## config.mk

```make
export PLATFORM = sky130hd
export DESIGN_NAME = uart_receiver
export DESIGN_NICKNAME = d
export VERILOG_FILES = /design/src/rtl/uart_pkg.sv /design/src/rtl/uart_rx_sync.sv /design/src/rtl/uart_receiver.sv
export SDC_FILE = /design/constraint.sdc
export NUM_CORES = 1
export LEC_CHECK = 0
export CAP_MARGIN = 20
export CORE_ASPECT_RATIO = 0.8
export CORE_MARGIN = 4
export CORE_UTILIZATION = 57
export CTS_CLUSTER_DIAMETER = 50
export DETAILED_ROUTE_END_ITERATION = 7
export PLACE_DENSITY = 0.78
export SLEW_MARGIN = 20
export SYNTH_ARGS = -nofsm -noshare
export SYNTH_HDL_FRONTEND = slang
export SYNTH_SLANG_ARGS = --single-unit
```

## constraint.sdc

```tcl
create_clock -name clk -period 2 [get_ports clk]
set_input_delay 0.3 -clock clk [delete_from_list [all_inputs] [get_ports clk]]
set_output_delay 0.3 -clock clk [all_outputs]
set_load 0.01 [all_outputs]
```

## src/rtl/uart_pkg.sv

```systemverilog
// uart_pkg: shared types and constants for the 8N1 UART receiver and transmitter.
// Both FSMs take their state encodings from here.
package uart_pkg;

  localparam int DATA_W          = 8;
  localparam int IDX_W           = $clog2(DATA_W);
  localparam int CLK_PER_BIT_DEF = 217;

  typedef enum logic [2:0] {
    RX_IDLE,
    RX_START,
    RX_DATA,
    RX_STOP,
    RX_WAIT_HIGH
  } rx_state_t;

  typedef enum logic [1:0] {
    TX_IDLE,
    TX_START,
    TX_DATA,
    TX_STOP
  } tx_state_t;

  // Counter value at which the start bit is re-checked (half a bit in).
  function automatic int mid_count(input int cpb);
    return (cpb - 1) / 2;
  endfunction

endpackage

```

## src/rtl/uart_rx_sync.sv

```systemverilog
// uart_rx_sync: two-flop synchroniser for one asynchronous input.
// The reset value is a parameter so idle-high lines do not glitch on reset.
module uart_rx_sync #(
  parameter logic RST_VAL = 1'b1
) (
  input  logic clk,
  input  logic rst_n,
  input  logic i_d,
  output logic o_q
);

  logic r_meta;
  logic r_sync;

  always_ff @(posedge clk or negedge rst_n) begin
    if (!rst_n) begin
      r_meta <= RST_VAL;
      r_sync <= RST_VAL;
    end else begin
      r_meta <= i_d;
      r_sync <= r_meta;
    end
  end

  assign o_q = r_sync;

endmodule

```

## src/rtl/uart_receiver.sv

```systemverilog
// uart_receiver: 8N1 receiver, mid-bit sampling, LSB first.
// Emits a one-cycle rx_valid per good byte and a one-cycle frame_err.
module uart_receiver
  import uart_pkg::*;
#(
  parameter int clk_per_bit = CLK_PER_BIT_DEF
) (
  input  logic              clk,
  input  logic              rst_n,
  input  logic              rx,
  output logic [DATA_W-1:0] rx_data,
  output logic              rx_valid,
  output logic              frame_err,
  output logic              rx_busy
);

  localparam int CW = $clog2(clk_per_bit);
  localparam logic [CW-1:0] C_LAST = CW'(clk_per_bit - 1);
  localparam logic [CW-1:0] C_MID  = CW'(mid_count(clk_per_bit));
  localparam logic [CW-1:0] C_ONE  = CW'(1);
  localparam logic [IDX_W-1:0] I_LAST = IDX_W'(DATA_W - 1);
  localparam logic [IDX_W-1:0] I_ONE  = IDX_W'(1);

  logic              w_rx_s;
  logic              w_cnt_end;

  rx_state_t         r_state;
  rx_state_t         w_next;
  logic [CW-1:0]     r_cnt;
  logic [CW-1:0]     w_cnt;
  logic [IDX_W-1:0]  r_idx;
  logic [IDX_W-1:0]  w_idx;
  logic [DATA_W-1:0] r_shift;
  logic [DATA_W-1:0] w_shift;
  logic [DATA_W-1:0] r_data;
  logic [DATA_W-1:0] w_data;
  logic              r_valid;
  logic              w_valid;
  logic              r_ferr;
  logic              w_ferr;
  logic              r_busy;

  uart_rx_sync #(
    .RST_VAL(1'b1)
  ) u_sync (
    .clk  (clk),
    .rst_n(rst_n),
    .i_d  (rx),
    .o_q  (w_rx_s)
  );

  assign w_cnt_end = (r_cnt == C_LAST);

  always_ff @(posedge clk or negedge rst_n) begin
    if (!rst_n) begin
      r_state <= RX_IDLE;
      r_cnt   <= '0;
      r_idx   <= '0;
      r_shift <= '0;
      r_data  <= '0;
      r_valid <= 1'b0;
      r_ferr  <= 1'b0;
      r_busy  <= 1'b0;
    end else begin
      r_state <= w_next;
      r_cnt   <= w_cnt;
      r_idx   <= w_idx;
      r_shift <= w_shift;
      r_data  <= w_data;
      r_valid <= w_valid;
      r_ferr  <= w_ferr;
      r_busy  <= (w_next != RX_IDLE);
    end
  end

  always_comb begin
    w_next  = r_state;
    w_cnt   = r_cnt;
    w_idx   = r_idx;
    w_shift = r_shift;
    w_data  = r_data;
    w_valid = 1'b0;
    w_ferr  = 1'b0;
    unique case (r_state)
      RX_IDLE: begin
        if (!w_rx_s) begin
          w_next = RX_START;
          w_cnt  = '0;
        end
      end
      RX_START: begin
        if (r_cnt == C_MID) begin
          w_cnt = '0;
          if (w_rx_s) begin
            w_next = RX_IDLE;
          end else begin
            w_next = RX_DATA;
            w_idx  = '0;
          end
        end else begin
          w_cnt = r_cnt + C_ONE;
        end
      end
      RX_DATA: begin
        if (w_cnt_end) begin
          w_cnt          = '0;
          w_shift[r_idx] = w_rx_s;
          if (r_idx == I_LAST) begin
            w_next = RX_STOP;
          end else begin
            w_idx = r_idx + I_ONE;
          end
        end else begin
          w_cnt = r_cnt + C_ONE;
        end
      end
      RX_STOP: begin
        // Leaving at mid-stop-bit lets a back-to-back start bit be caught.
        if (w_cnt_end) begin
          w_cnt = '0;
          if (w_rx_s) begin
            w_data  = r_shift;
            w_valid = 1'b1;
            w_next  = RX_IDLE;
          end else begin
            w_ferr = 1'b1;
            w_next = RX_WAIT_HIGH;
          end
        end else begin
          w_cnt = r_cnt + C_ONE;
        end
      end
      RX_WAIT_HIGH: begin
        if (w_rx_s) begin
          w_next = RX_IDLE;
        end
      end
      default: begin
        w_next = RX_IDLE;
      end
    endcase
  end

  assign rx_data   = r_data;
  assign rx_valid  = r_valid;
  assign frame_err = r_ferr;
  assign rx_busy   = r_busy;

endmodule
```

# ---- After elaboration in Yosys (flattened, before gate mapping)
# Index checks and enable logic that the tools add are counted.
dict set report word_totals {
  wordCells 63
  inputBits 3
  output_inout_bits 11
  reg_bits 35
}
dict set report classes {
  n_eq_ne 12
  order_cmp 2
  reduce_logical 10
  muxes 27
  n_addsub 2
}
# cell n
set ops {}
lappend ops {{3-bit two-way mux} 11}
lappend ops {{8-bit two-way mux} 3}
lappend ops {{8-bit case mux with 3 select lines} 1}
lappend ops {{3-bit case mux with 5 select lines} 1}
lappend ops {{2-bit inequality test, second input constant} 5}
lappend ops {{8-bit by 1-bit adder with 8-bit output, second input constant} 1}
lappend ops {{8-bit bitwise mux} 1}
lappend ops {{8-bit by 7-bit == test with 1-bit output, second input constant} 1}
lappend ops {{8-bit == test, second input constant} 1}
lappend ops {{1-bit two-way mux} 7}
lappend ops {{3-bit by 2-bit == test with 1-bit output, second input constant} 2}
lappend ops {{3-bit == test, second input constant} 2}
lappend ops {{3-bit case mux with 2 select lines} 1}
lappend ops {{3-bit nonzero test} 2}
lappend ops {{5-bit AND reduction} 1}
lappend ops {{3-bit by 4-bit < comparator with 1-bit output, second input constant} 1}
lappend ops {{2-bit AND reduction} 2}
lappend ops {{3-bit by 1-bit adder with 3-bit output, second input constant} 1}
lappend ops {{1-bit demux with 3-bit select} 1}
lappend ops {{3-bit by 1-bit == test with 1-bit output, second input constant} 1}
lappend ops {{3-bit by 1-bit greater-or-equal comparator with 1-bit output, second input constant} 1}
lappend ops {{3-bit zero test} 1}
lappend ops {{3-bit AND reduction} 1}
lappend ops {{2-bit two-way mux} 1}
lappend ops {{other kinds (3)} 3}

# ---- Logic depth before layout (Yosys ltp)
# Gate-level depths: netlist of run 1.
dict set report depth {
  ltp_word 5
  depth_mapped 7
  ltp_nobuf 6
}

# ---- Cells and area by module
# Synthesis of run 1 repeated with hierarchy kept, for this count alone.
dict set report hier_totals {
  hier_cells 145
  area_unflattened_um2 1724.2
}
# mod seq_area_each_um2 instances cells_each area_each_um2
set by_module_without_submodules {}
lappend by_module_without_submodules {uart_receiver 825.8 1 143 1671.6}
lappend by_module_without_submodules {uart_rx_sync 52.6 1 2 52.6}

# ---- Worst setup path before layout of run 1
# No wires, ideal clock.
dict set report synth_timing {
  kind {register to register}
  startpoint {register r_cnt[0]}
  endpoint {register r_data[0], in the netlist rx_data[0]}
  n_path_buf 1
  path_stages_with_launch 8
  arrival_time_ns 1.639
  period_less_slack_ns 1.765
  required_time_ns 1.875
  path_slack_ns 0.235
  setup_time_ns 0.125
  path_cell_list {dfrtp_1 inv_1 ha_1 nand3b_4 nor2_2 and4_4 buf_12 mux2_4}
}
dict set report synth_via {
  elab_chain_len 2
}
# item line
set synth_rtl {}
lappend synth_rtl {{start: declaration} uart_receiver.sv:29} ;# logic [CW-1:0] r_cnt;
lappend synth_rtl {{start signal: assignment} uart_receiver.sv:66} ;# r_cnt <= w_cnt;
lappend synth_rtl {{8-bit == test} uart_receiver.sv:52} ;# assign w_cnt_end = (r_cnt == C_LAST);
lappend synth_rtl {{3-bit AND reduction (no source line)} -}
lappend synth_rtl {{end signal: assignment} uart_receiver.sv:69} ;# r_data <= w_data;
lappend synth_rtl {{end: declaration} uart_receiver.sv:35} ;# logic [DATA_W-1:0] r_data;
# No other way between the ends.
# A chain may end at the register's enable or synchronous reset.

# ---- Worst setup path in the final report of run 1
dict set report layout_timing {
  startpoint {register r_cnt[0]}
  endpoint {register r_shift[5]}
}
dict set report layout_via {
  elab_chain_len 2
}
# item line
set layout_rtl {}
lappend layout_rtl {{8-bit == test} uart_receiver.sv:52}
lappend layout_rtl {{2-bit AND reduction (no source line)} -}
lappend layout_rtl {{end signal: assignment} uart_receiver.sv:68} ;# r_shift <= w_shift;
lappend layout_rtl {{end: declaration} uart_receiver.sv:33} ;# logic [DATA_W-1:0] r_shift;
# No other way between the ends.

==> results of run 1 <==
-- final cells by class --
class | count | area [um2] | area share (%)
clock buffers | 7 | 76.3 | 3.63
well taps | 40 | 50.0 | 2.38
repair buffers | 17 | 160 | 7.62
flip-flops and latches | 35 | 878 | 41.8
clock inverters | 1 | 5.00 | 0.238
multi-input cells | 113 | 913 | 43.5
inverters | 5 | 18.8 | 0.893
-- cell usage after synthesis, drive strengths merged --
master and instances:
a2bb2oi 1, o21ai 4, mux2 17, or3 1, and4 2, o21a 1
buf 6, dfstp 2, nand4b 2, or2 1, nor2 14, dfrtp 33
nand2 17, a31o 1, nor4b 1, a221oi 1, a32oi 1, ha 4
nand4 2, o211a 1, a21oi 4, nor2b 2, nor3b 2, o22ai 1
nand2b 4, a22oi 1, mux2i 2, inv 5, and3b 1, mux4 1
o2bb2ai 1, clkbuf 2, and4b 1, nor3 5, nand3b 3, a21o 1
nand3 7, o211ai 5
-- power by group --
group          internal (mW)  switching (mW)  total, mW
clock network          0.244           0.234      0.477
registers              0.712         0.00532      0.717
logic                0.00598          0.0143     0.0203
-- cell usage in the layout (no fill, tap or decap), types with 2 or more instances in the layout --
| master | n |
|---|---|
| ha_1 | 3 |
| nand2_1 | 17 |
| clkbuf_8 | 5 |
| nand3b_1 | 2 |
| nor2_4 | 2 |
| inv_1 | 5 |
| dfstp_2 | 2 |
| mux2_2 | 8 |
| o21ai_0 | 3 |
| nand2b_1 | 4 |
| o211ai_1 | 5 |
| nor2_1 | 11 |
| mux2_4 | 8 |
| nand4_1 | 2 |
| nand3_1 | 7 |
| nor3_1 | 4 |
| mux2i_1 | 2 |
| clkbuf_1 | 2 |
| clkdlybuf4s50_1 | 13 |
| buf_4 | 4 |
| nor2b_1 | 2 |
| dfrtp_1 | 33 |
| a21oi_1 | 3 |
-- final timing paths --
path / start / cells after the start / to / slack [ns]
min: u_sync.r_meta / 0 / u_sync.o_q / 0.36
min in group asynchronous: rst_n / 2 / rx_busy / 0.42
max in group asynchronous: rst_n / 2 / u_sync.r_meta / 1.23
max reg2reg: r_cnt[0] / 6 / r_shift[5] / 0.11
max: r_cnt[0] / 6 / r_shift[5] / 0.11
min reg2reg: u_sync.r_meta / 0 / u_sync.o_q / 0.36
-- metal layers --
metal | GRT usage (%) | up-vias | wire length (um)
li1 | - | 609 | -
met2 | 28.5 | 25 | 1610
met3 | 6.48 | 5 | 144
met4 | 8.31 | 0 | 48
met5 | 0 | - | 0
met1 | 24.6 | 619 | 1550
-- logic make-up after synthesis --
logic type	share of synthesized area, %
compound gates	9.29
fa+ha+maj	2.71
buf+inv	4.68
flops	47.6
mux	14.3
simple gates	21.4
-- stage by stage --
step	setup TNS (ns)	std cells	hold WS [ns]	area (um2)
after floorplan	0	160	0.00441	1850
after global placement	0	209	0.348	1990
after detailed placement	0	209	0.349	1990
after CTS	0	217	0.363	2070
after global routing	-0.0223	218	0.366	2100
final	0	218	0.359	2100
-- sequential cells by signal (all words and copies together), names as in the netlist --
register / count
frame_err: 1
r_cnt: 8
r_idx: 3
r_shift: 8
r_state: 3
rx_busy: 1
rx_data: 8
rx_valid: 1
u_sync.o_q: 1
u_sync.r_meta: 1
==> impl_metrics.py, run 1 <==
metrics = {
    "status": {
        "status": "complete, no violations",
    },
    "synthesis": {
        "synthDistinctLibCells": 50,
        "synth_cells": 160,
        "ys_ff_latch": 35,
        "synth_area_um2": 1850,
        "synth_nets": 167,
        "synth_top_cell_area_share_pct": 44.7,
        "yosysTopAreaCell": "dfrtp_1",
        "yosysSeqAreaShare_pct": 47.6,
        "ys_warn_count": 0,
        "synth.area.top_cells": "dfrtp_1 (45%), mux2_4 (6.5%), mux2_2 (4.9%)",
        "syn_area_per_cell_um2": 11.5,
    },
    "floorplan": {
        "core_area_um2": 3090,
        "dieArea_um2": 4220,
        "start_util_pct": 59.8,
        "die_w_um": 71.6,
        "rows": 18,
        "die_h_um": 58.9,
        "ios": 14,
    },
    "clock_network": {
        "cts_tree": "built",
        "h-tree-depth": 2,
        "clock_latency_ns": 0.28,
        "clk_pin_slew_ns": 0.06,
        "postCtsSetupRepairBufs": 0,
        "cts_buffer_depth": 2,
        "cts_root_buffer": "clkbuf_8",
        "clock-sinks": 35,
        "cts_buffers": 5,
        "cts-resized-gates": 0,
        "ctsHoldBuffers": 0,
    },
    "final_layout": {
        "num_antenna_cells": 0,
        "syn2layout_area_growth_pct": 13.9,
        "fin_util_pct": 68.1,
        "n_fill_cell": 224,
        "nets": 184,
        "drive_above_1_share_pct": 25.8,
    },
    "timing": {
        "maxSlewHeadroom_pct": 71.0,
        "tightest_slew_ns": 0.435,
        "setup_viol": 0,
        "final-hold-violation-count": 0,
        "timing.fmax_ghz": 0.528,
        "slew_viol_final": 0,
        "skew_ns": 0.00349,
        "setup_ws_ns": 0.107,
        "finalCritPeriodShare_pct": 94.6,
        "fin_crit_ns": 1.89,
    },
    "routing": {
        "dr.first_iter.drc_count": 79,
        "drc": 0,
        "wire_per_inst_um": 15.3,
        "via_per_inst": 5.77,
        "vias": 1258,
        "first_pass_iters": 4,
        "wl_um": 3350,
        "ant_nets": 0,
    },
    "place": {
        "dp_slack_ns": 0.0856,
        "gp_congestion": 0.760,
        "place.port_buffers": 13,
        "post-dp-hpwl_um": 2280,
    },
    "worst_setup_path": {
        "crit_path_max_incr_delay_ns": 0.41,
        "crit_family": "simple AND/OR/NAND/NOR gates",
        "cp.required_ns": 2.17,
        "crit_buf_inv": 1,
        "critPathMaxFanout": 4,
        "path_class": "reg2reg",
        "crit_chain": "inv_1 -> ha_2 -> and3b_2 -> nand4_1 -> nor3_1 -> mux2_2",
        "crit_arrival_ns": 2.06,
        "end_kind": "flip-flop",
        "startpoint_type": "flip-flop",
        "slowest_stage": "dfrtp_1",
    },
    "pwr": {
        "peakVddDrop_mv": 0.441,
        "p_per_area_nw_per_um2": 578,
        "leakagePower_nw": 0.912,
        "finalPower_mw": 1.21,
    },
    "global_routing": {
        "grt_pass1_wl_um": 6040,
        "grtUsageTotal_pct": 18.8,
        "antenna_found_initial": 0,
        "grt_max_degree": 36,
        "grt_overflow": 0,
        "grt_pass1_vias": 1308,
    },
    "flow_run": {
        "max_cap_viol_count": 0,
    },
    "hold_path": {
        "hp-class": "reg2reg",
    },
}
Note: power is estimated with default switching activity, not from simulation.
==> run 2, diff against run 1 <==
--- a/config.mk
+++ b/config.mk
@@ -12,6 +12,8 @@
 export CTS_CLUSTER_DIAMETER = 50
 export DETAILED_ROUTE_END_ITERATION = 7
 export PLACE_DENSITY = 0.78
+export SETUP_SLACK_MARGIN = 0.2
+export SKIP_LAST_GASP = 1
 export SLEW_MARGIN = 20
 export SYNTH_ARGS = -nofsm -noshare
 export SYNTH_HDL_FRONTEND = slang
==> impl_metrics.py, run 2 (same netlist as run 1, synthesis figures left out) <==
metrics = {
    "global_routing": {
        "met1_usage_pct": 25.1,
        "grt_max_degree": 36,
        "grt_pass1_vias": 1323,
        "grt_busiest_layer": "met2",
        "grtUsageMet2_pct": 28.8,
        "antenna_found_initial": 0,
        "grt_pass1_wl_um": 6060,
        "grt_overflow": 0,
        "use_met3_pct": 5.97,
        "grtUsageTotal_pct": 19.0,
    },
    "clock_network": {
        "clk_pin_slew_ns": 0.06,
        "cts_root_buffer": "clkbuf_8",
        "cts_tree": "built",
        "h-tree-depth": 2,
        "clock_latency_ns": 0.28,
        "ctsHoldBuffers": 0,
        "cts_buffer_depth": 2,
        "cts_buffers": 5,
        "clock-sinks": 35,
    },
    "worst_setup_path": {
        "cp.required_ns": 2.17,
        "end_kind": "flip-flop",
        "crit_arrival_ns": 1.88,
        "cp-startpoint": "r_cnt[5]",
        "path_class": "reg2reg",
        "regToRegStartpoint": "r_cnt[5]",
        "startpoint_type": "flip-flop",
        "critPathMaxFanout": 8,
    },
    "timing": {
        "skew_ns": 0.00355,
        "tightest_slew_ns": 0.439,
        "setup_tns_ns": 0,
        "slew_viol_final": 0,
        "finalCritPeriodShare_pct": 85.7,
        "timing.fmax_ghz": 0.583,
        "hold_slack_ns": 0.359,
        "final-hold-violation-count": 0,
        "fin_crit_ns": 1.71,
        "setup_ws_ns": 0.286,
        "maxSlewHeadroom_pct": 70.7,
        "grt_setup_unrepaired": "no",
        "setup_viol": 0,
    },
    "routing": {
        "vias": 1280,
        "ant_nets": 0,
        "dr.first_iter.drc_count": 72,
        "first_pass_iters": 4,
        "via_per_inst": 5.71,
        "drc": 0,
        "wire_per_inst_um": 15.4,
        "wl_um": 3460,
    },
    "pwr": {
        "p_per_area_nw_per_um2": 562,
        "leakagePower_nw": 0.946,
        "peakVddDrop_mv": 0.444,
    },
    "hold_path": {
        "min_from": "u_sync.r_meta",
        "hp-class": "reg2reg",
    },
    "status": {
        "status": "complete, no violations",
    },
    "place": {
        "place.port_buffers": 13,
        "gp_congestion": 0.760,
        "post-dp-hpwl_um": 2280,
        "dp_slack_ns": 0.0856,
    },
    "final_layout": {
        "nets": 190,
        "final_common_cell": "dfrtp_1",
        "n_fill_cell": 211,
        "regArea_um2": 881,
        "syn2layout_area_growth_pct": 17.6,
        "final_cell_mix": "dfrtp_1 (31), nand2_1 (17), clkdlybuf4s50_1 (13)",
        "num_antenna_cells": 0,
        "drive_above_1_share_pct": 31.5,
        "multi_input_area_um2": 930,
    },
    "floorplan": {
        "rows": 18,
        "start_util_pct": 59.8,
        "dieArea_um2": 4220,
        "die_w_um": 71.6,
        "ios": 14,
        "die_h_um": 58.9,
        "core_area_um2": 3090,
    },
    "flow_run": {
        "max_cap_viol_count": 0,
    },
}
==> run 2: cell types whose count changed in the layout (fill, tap and decap cells not counted), sizes merged <==
cell	change
buf	+6
==> run 2: stage by stage <==
step | utilization (%) | total power, mW | area (um2) | std cells
3_5_place_dp | 64.4 | 0.752 | 1990 | 209
6_report | 70.3 | 1.22 | 2170 | 224
4_1_cts | 69.4 | 1.23 | 2140 | 222
5_1_grt | 70.3 | 1.26 | 2170 | 224
2_1_floorplan | - | 0.731 | 1850 | 160
3_3_place_gp | 64.4 | 0.751 | 1990 | 209
==> run 2: final timing paths <==
| kind | end | slack [ns] | cells past startpoint |
|---|---|---|---|
| max in group asynchronous | u_sync.r_meta | 1.23 | 2 |
| worst min register to register | u_sync.o_q | 0.36 | 0 |
| worst max register to register | r_shift[3] | 0.29 | 5 |
| worst min-delay path | u_sync.o_q | 0.36 | 0 |
| worst max-delay path | r_shift[3] | 0.29 | 5 |
| min in group asynchronous | rx_busy | 0.43 | 2 |
==> run 2: cell type report <==
cell class | count | share of cell area [%]
sequential | 35 | 40.6
timing repair buffer | 23 | 9.63
clock inverter | 1 | 0.231
inverter | 5 | 0.865
multi-input combinational | 113 | 42.8
clock buffer | 7 | 3.52
tap | 40 | 2.31
==> run 2: repair_timing <==
item	in CTS	in global routing
endpoints found under the setup margin	11	5
setup buffers	4	2
pin swaps	4	0
resized for setup	7	6
gates cloned	1	0
==> run 2: layer usage <==
layer  part of all wire (%)  wire (um)  up-vias
met5                      0          0        -
met2                     48       1650       29
met4                    1.4         50        0
met3                    4.5        155        5
met1                     46       1610      624
li1                       -          -      622
==> run 2: power by group <==
group	switching [mW]	internal [mW]
Combinational	0.0144	0.00598
Sequential	0.00559	0.712
Clock	0.237	0.244
==> run 2: critical path, stage by stage (launching register included) <==
cell	delay [ns]
dfrtp_1	0.46
and4b_2	0.36
nand4_1	0.11
buf_6	0.15
nor3b_2	0.18
mux2_1	0.33
